`config.mk`:
```
export PLATFORM = sky130hd
export DESIGN_NAME = serial_paralelo_rx_flat
export DESIGN_NICKNAME = d
export VERILOG_FILES = /design/src/rtl/serial_paralelo_rx_if.sv /design/src/rtl/serial_paralelo_rx.sv /design/src/flat_wrapper.sv
export SDC_FILE = /design/constraint.sdc
export NUM_CORES = 1
export LEC_CHECK = 0
export ABC_CLOCK_PERIOD_IN_PS = 1800
export BUFFER_PORTS_ARGS = -buffer_cell sky130_fd_sc_hd__buf_2
export CORE_MARGIN = 1.5
export CORE_UTILIZATION = 40
export DETAILED_ROUTE_END_ITERATION = 16
export HOLD_SLACK_MARGIN = 0.06
export PLACE_DENSITY = 0.62
export SKIP_CTS_REPAIR_TIMING = 1
export SYNTH_ARGS = -nofsm -noshare
export SYNTH_HDL_FRONTEND = slang
export SYNTH_SLANG_ARGS = --single-unit
export TNS_END_PERCENT = 5
```
`constraint.sdc`:
```
create_clock -name clk_32f -period 1.8 [get_ports clk_32f]
set_input_delay 0.18 -clock clk_32f [delete_from_list [all_inputs] [get_ports clk_32f]]
set_output_delay 0.18 -clock clk_32f [all_outputs]
set_load 0.01 [all_outputs]
```
`src/rtl/serial_paralelo_rx_if.sv`:
```
// -----------------------------------------------------------------------------
// serial_paralelo_rx_if
// Purpose : groups the serial lane input and the parallel byte outputs of the
//           serial-to-parallel receiver into one bundle.
// Signals : data_in   - serial lane bit, MSB of each byte first
//           data_out  - last accepted payload byte
//           valid_out - data_out holds a payload byte
//           active    - lane aligned and trained
// Modports: master - drives the lane, observes the byte outputs (bench / source)
//           slave  - the receiver itself
// -----------------------------------------------------------------------------
interface serial_paralelo_rx_if;
    logic       data_in;
    logic [7:0] data_out;
    logic       valid_out;
    logic       active;

    modport master (
        output data_in,
        input  data_out,
        input  valid_out,
        input  active
    );

    modport slave (
        input  data_in,
        output data_out,
        output valid_out,
        output active
    );
endinterface : serial_paralelo_rx_if

```
`src/rtl/serial_paralelo_rx.sv`:
```
// -----------------------------------------------------------------------------
// serial_paralelo_rx
// Purpose : bit-serial lane receiver. Hunts for the COMMA symbol at any bit
//           offset, confirms alignment with BC_NEEDED consecutive byte-aligned
//           COMMAs, then deserialises payload bytes, dropping COMMA/IDLE fillers.
// Ports   : clk_32f - bit-rate clock, all state changes on its rising edge
//           reset   - asynchronous, active-high, clears all state
//           bus     - serial_paralelo_rx_if.slave
//                     (data_in in; data_out, valid_out, active out, registered)
// -----------------------------------------------------------------------------
module serial_paralelo_rx #(
    parameter logic [7:0]  COMMA     = 8'hBC,
    parameter logic [7:0]  IDLE      = 8'h7C,
    parameter int unsigned BC_NEEDED = 4
) (
    input  logic                  clk_32f,
    input  logic                  reset,
    serial_paralelo_rx_if.slave   bus
);

    localparam int unsigned SR_W  = 8;
    localparam int unsigned CNT_W = 3;
    localparam int unsigned BC_W  = (BC_NEEDED > 1) ? $clog2(BC_NEEDED + 1) : 1;

    typedef enum logic [1:0] {
        ST_SEARCH = 2'd0,
        ST_TRAIN  = 2'd1,
        ST_ACTIVE = 2'd2
    } state_t;

    state_t            r_state;
    logic [SR_W-1:0]   r_sr;
    logic [CNT_W-1:0]  r_bit_cnt;
    logic [BC_W-1:0]   r_bc_cnt;
    logic [7:0]        r_data;
    logic              r_valid;
    logic              r_active;

    state_t            w_state_nxt;
    logic [CNT_W-1:0]  w_bit_cnt_nxt;
    logic [BC_W-1:0]   w_bc_cnt_nxt;
    logic [BC_W-1:0]   w_bc_inc;
    logic [7:0]        w_data_nxt;
    logic              w_valid_nxt;
    logic              w_active_nxt;
    logic [7:0]        w_byte;
    logic              w_boundary;
    logic              w_unused;

    // Candidate byte: the seven previous bits plus the bit arriving on this edge.
    assign w_byte     = {r_sr[6:0], bus.data_in};
    assign w_boundary = (r_bit_cnt == CNT_W'(7));
    assign w_bc_inc   = r_bc_cnt + BC_W'(1);

    // The oldest shift-register bit is shifted out before it can ever matter.
    assign w_unused   = r_sr[7];

    // State register and all datapath registers.
    always_ff @(posedge clk_32f or posedge reset) begin
        if (reset) begin
            r_state   <= ST_SEARCH;
            r_sr      <= '0;
            r_bit_cnt <= '0;
            r_bc_cnt  <= '0;
            r_data    <= 8'h00;
            r_valid   <= 1'b0;
            r_active  <= 1'b0;
        end else begin
            r_state   <= w_state_nxt;
            r_sr      <= w_byte;
            r_bit_cnt <= w_bit_cnt_nxt;
            r_bc_cnt  <= w_bc_cnt_nxt;
            r_data    <= w_data_nxt;
            r_valid   <= w_valid_nxt;
            r_active  <= w_active_nxt;
        end
    end

    // Next-state and next-output logic.
    always_comb begin
        w_state_nxt   = r_state;
        w_bit_cnt_nxt = r_bit_cnt + CNT_W'(1);
        w_bc_cnt_nxt  = r_bc_cnt;
        w_data_nxt    = r_data;
        w_valid_nxt   = r_valid;
        w_active_nxt  = r_active;

        case (r_state)
            ST_SEARCH: begin
                // Bit-by-bit hunt; the bit counter is meaningless until aligned.
                w_valid_nxt   = 1'b0;
                w_bit_cnt_nxt = r_bit_cnt;
                if (w_byte == COMMA) begin
                    w_bit_cnt_nxt = '0;
                    w_bc_cnt_nxt  = BC_W'(1);
                    if (BC_NEEDED <= 1) begin
                        w_state_nxt  = ST_ACTIVE;
                        w_active_nxt = 1'b1;
                    end else begin
                        w_state_nxt  = ST_TRAIN;
                    end
                end
            end

            ST_TRAIN: begin
                w_valid_nxt = 1'b0;
                if (w_boundary) begin
                    if (w_byte == COMMA) begin
                        w_bc_cnt_nxt = w_bc_inc;
                        if (w_bc_inc == BC_W'(BC_NEEDED)) begin
                            w_state_nxt  = ST_ACTIVE;
                            w_active_nxt = 1'b1;
                        end
                    end else begin
                        // Misaligned or broken training: hunt again from the next bit.
                        w_state_nxt  = ST_SEARCH;
                        w_bc_cnt_nxt = '0;
                    end
                end
            end

            ST_ACTIVE: begin
                // Sticky: no realignment, fillers only suppress valid.
                if (w_boundary) begin
                    if ((w_byte == COMMA) || (w_byte == IDLE)) begin
                        w_valid_nxt = 1'b0;
                    end else begin
                        w_data_nxt  = w_byte;
                        w_valid_nxt = 1'b1;
                    end
                end
            end

            default: begin
                w_state_nxt   = ST_SEARCH;
                w_bit_cnt_nxt = '0;
                w_bc_cnt_nxt  = '0;
                w_valid_nxt   = 1'b0;
            end
        endcase
    end

    assign bus.data_out  = r_data;
    assign bus.valid_out = r_valid;
    assign bus.active    = r_active;

endmodule : serial_paralelo_rx

```
`src/flat_wrapper.sv`:
```
// flat-port wrapper written by rule: the top's interface ports become plain ports
module serial_paralelo_rx_flat 
#(
    parameter logic [7:0]  COMMA     = 8'hBC,
    parameter logic [7:0]  IDLE      = 8'h7C,
    parameter int unsigned BC_NEEDED = 4
)
  (clk_32f, reset, bus_data_in, bus_data_out, bus_valid_out, bus_active);
  serial_paralelo_rx_if bus_i ();
  input  logic clk_32f;
  input  logic reset;
  input wire logic [$bits(bus_i.data_in)-1:0] bus_data_in;
  output wire logic [$bits(bus_i.data_out)-1:0] bus_data_out;
  output wire logic [$bits(bus_i.valid_out)-1:0] bus_valid_out;
  output wire logic [$bits(bus_i.active)-1:0] bus_active;
  assign bus_i.data_in = bus_data_in;
  assign bus_data_out = bus_i.data_out;
  assign bus_valid_out = bus_i.valid_out;
  assign bus_active = bus_i.active;
  serial_paralelo_rx #(.COMMA(COMMA), .IDLE(IDLE), .BC_NEEDED(BC_NEEDED)) u_core (.clk_32f(clk_32f), .reset(reset), .bus(bus_i));
endmodule
```
==> metrics <==
Area growth syn-to-layout 14.88%; RSZ-0062 raised after global routing false; largest net degree at the start of global routing 26; final setup violating endpoints 0; post-synthesis cell type count 29; CP max stage delay 0.38 ns; Hold Path Class flop to flop; Clk Latency, worst-skew pair 0.32 ns; max_cap viols 0; root buffer cell clkbuf_4; Sum Neg Setup Slack 0 ns; final worst-path cycle share between 90% and 100%; Crit path top cell by count ha_1; DRC violations left 0; Max transition margin between 70% and 80%; status completed; final hold viol count 0; DR WL/cell about 13 um; FP Rows 19; logic gate share of total power around 10%; Num CTS Buffers 3; sequential power share a little over three fifths; CTS tree built; crit path DAT between 1.5 and 2 ns; DRT iter0 DRCs 10; sw power around 0.00024 W; critical path fanouts, max 8; maximum clock insertion buffer count 2; Critical Path End Type flop; PwrDens roughly 720 nW/um2; fmax just under 600 MHz; Max IR drop VDD 521.2 uV; detailed-route vias per instance about 5.2; CP Cell Sequence ha_1 -> ha_1 -> nand2_1 -> a21oi_4 -> mux2_4; Least-Margin Pin Slew roughly 0.4 ns; Clk pin slew, worst setup/hold paths around 0.14 ns; Leak around 0.64 nW; number of global-route vias before repair 717; first-pass detailed-route iteration total 2; reg2reg setup slack 0.11 ns; Yosys reg bits 25; Setup crit start kind flop; GRT Util Overall around 13%; initial antenna violation count 0; Netlist Area Pre-Place 1152 um2; crit path time final about 1.7 ns; via count about 730; wirelength, routed 1879 um; GRT overflow 0; clock power share between 20% and 30%; FF-to-FF path depth 5; final core utilization 48.42%; Core Region between 2000 and 3000 um2; PortBufs 12; Synth Instances 89; worst reg2reg endpoint u_core.bus.data_out[7]; Die ar. approximately 3200 um2; Clock Skew slightly below 0.005 ns; first-pass GRT wire length ~3200 um; Synth Area per Inst 12.95 um2; antenna viol nets, final 0; Initial Util between 40% and 50%; Critical path origin u_core.r_bit_cnt[0]; dpl hpwl roughly 1400 um; internal power ~0.00071 W; io pins 13; critical path class flop to flop; ant diodes 0; final slew viol count 0; post-layout net count approximately 120; post-synthesis sequential area ratio around 54%; CTS sink count 25; synth warn 0; Crit path required time around 2.0 ns; switching share of power 25.77%; Crit-path slowest cell dfrtp_1; R2R Path Start u_core.r_bit_cnt[0]; die height 56.68 um; share of post-route cells with drive strength above 1 around 30%; Die Wd 56.68 um; post-synthesis net count a little under 100; worst setup path endpoint u_core.bus.data_out[7]; H-tree depth 1; RD Place Congestion 0.7621
## stage by stage
stage / hold slack [ns] / area, um2 / cells / power [W] / setup WS (ns)
after floorplan: 0.2073 / 1152 / 89 / 0.0006763 / 0.2512
after global placement: 0.2344 / 1274 / 135 / 0.0007011 / 0.1898
after detailed placement: 0.2431 / 1274 / 135 / 0.0007059 / 0.1306
after CTS: -0.1261 / 1304 / 139 / 0.0009597 / 0.1006
after global routing: 0.4390 / 1324 / 141 / 0.0009957 / 0.008105
final: 0.4279 / 1324 / 141 / 0.0009498 / 0.1136
## power groups by stage
stage	clock (W)	sequential, W	combinational (W)
after floorplan	0	0.000608	0.0000684
after global placement	0	0.000611	0.0000905
after detailed placement	0	0.000612	0.0000936
after CTS	0.000264	0.000602	0.0000938
after global routing	0.000282	0.000606	0.000108
final	0.000253	0.000602	0.0000951
## routing by layer
layer,vias up,global-route usage [%],part of all wire [%]
met1,361,15.72,46
met4,0,6.122,1.5
met3,4,2.995,2.6
met5,-,0,0
met2,8,21.59,50
li1,361,-,-
## worst min-delay path by stage
| stage | from | endpoint | slack, ns | cells past startpoint |
|---|---|---|---|---|
| final | u_core.r_sr[0] | u_core.r_sr[1] | 0.43 | 0 |
| after CTS | reset | u_core.r_sr[0] | -0.13 | 3 |
| after global placement | reset | u_core.r_bit_cnt[2] | 0.23 | 3 |
| after detailed placement | reset | u_core.r_sr[0] | 0.24 | 3 |
| after global routing | u_core.r_sr[0] | u_core.r_sr[1] | 0.44 | 0 |
| after floorplan | reset | u_core.bus.active | 0.21 | 1 |
## worst max-delay path: cells and delay by family, from the launching register on
kind	cells	cell delay, ns
compound gates	1	0.34
fa+ha+maj	2	0.39
flops	1	0.38
mux	1	0.34
simple gates	1	0.13
## sequential cells by signal, summed over array words and instances (netlist names)
signal and count:
u_core.bus.valid_out 1, u_core.r_bc_cnt 3, u_core.bus.data_out 8, u_core.r_state 2
u_core.r_sr 7, u_core.r_bit_cnt 3, u_core.bus.active 1
## cells by family after synthesis
family,after synthesis,synth area share (%)
flops,25,54.29
simple gates,21,12.16
compound gates,19,12.60
buf+inv,8,2.606
mux,8,9.989
fa+ha+maj,7,7.600
xor+xnor,1,0.7602
## cells in the mapped netlist
cell | count | area share (%)
a21oi_1 | 4 | 1.7
a21oi_4 | 1 | 1.4
a31o_2 | 1 | 0.76
a31oi_1 | 1 | 0.54
a32o_1 | 1 | 0.87
a41o_1 | 1 | 0.87
dfrtp_1 | 25 | 54
ha_1 | 7 | 7.6
inv_1 | 8 | 2.6
mux2_4 | 7 | 9.1
mux2i_1 | 1 | 0.87
nand2_1 | 5 | 1.6
nand3_1 | 4 | 1.7
nand4b_1 | 2 | 1.5
nand4bb_4 | 1 | 2.4
nor2_1 | 2 | 0.65
nor2_2 | 1 | 0.54
nor2_4 | 1 | 0.98
nor2b_1 | 3 | 1.6
nor4_1 | 1 | 0.54
o2111ai_1 | 1 | 0.76
o21a_1 | 1 | 0.65
o21ai_0 | 3 | 1.3
o21ai_2 | 1 | 0.76
o22a_1 | 1 | 0.76
o2bb2ai_1 | 2 | 1.5
o31ai_1 | 1 | 0.65
or2_2 | 1 | 0.54
xor2_1 | 1 | 0.76
## placed cells by master (no fill, tap or decap), drive strengths merged
cell type | synthesis | layout
o2111ai | 1 | 1
clkbuf | 0 | 3
dfrtp | 25 | 25
buf | 0 | 15
o21a | 1 | 1
a32o | 1 | 1
inv | 8 | 8
a21oi | 5 | 5
xor2 | 1 | 1
nand4b | 2 | 2
o21ai | 4 | 4
nor2b | 3 | 3
dlygate4sd3 | 0 | 2
mux2i | 1 | 1
a31o | 1 | 1
ha | 7 | 7
a31oi | 1 | 1
nor2 | 4 | 4
nor4 | 1 | 1
o2bb2ai | 2 | 2
clkinvlp | 0 | 1
mux2 | 7 | 7
nand2 | 5 | 5
o22a | 1 | 1
nand3 | 4 | 4
or2 | 1 | 1
a41o | 1 | 1
o31ai | 1 | 1
nand4bb | 1 | 1
## final cells by class
class	instances	area (um2)
well taps	31	38.79
flip-flops and latches	25	625.6
clock buffers	3	22.52
multi-input cells	56	496.7
clock inverters	1	7.507
repair buffers	17	102.6
fillers	256	1410
inverters	8	30.03
Power figures use the tool's default switching activity.
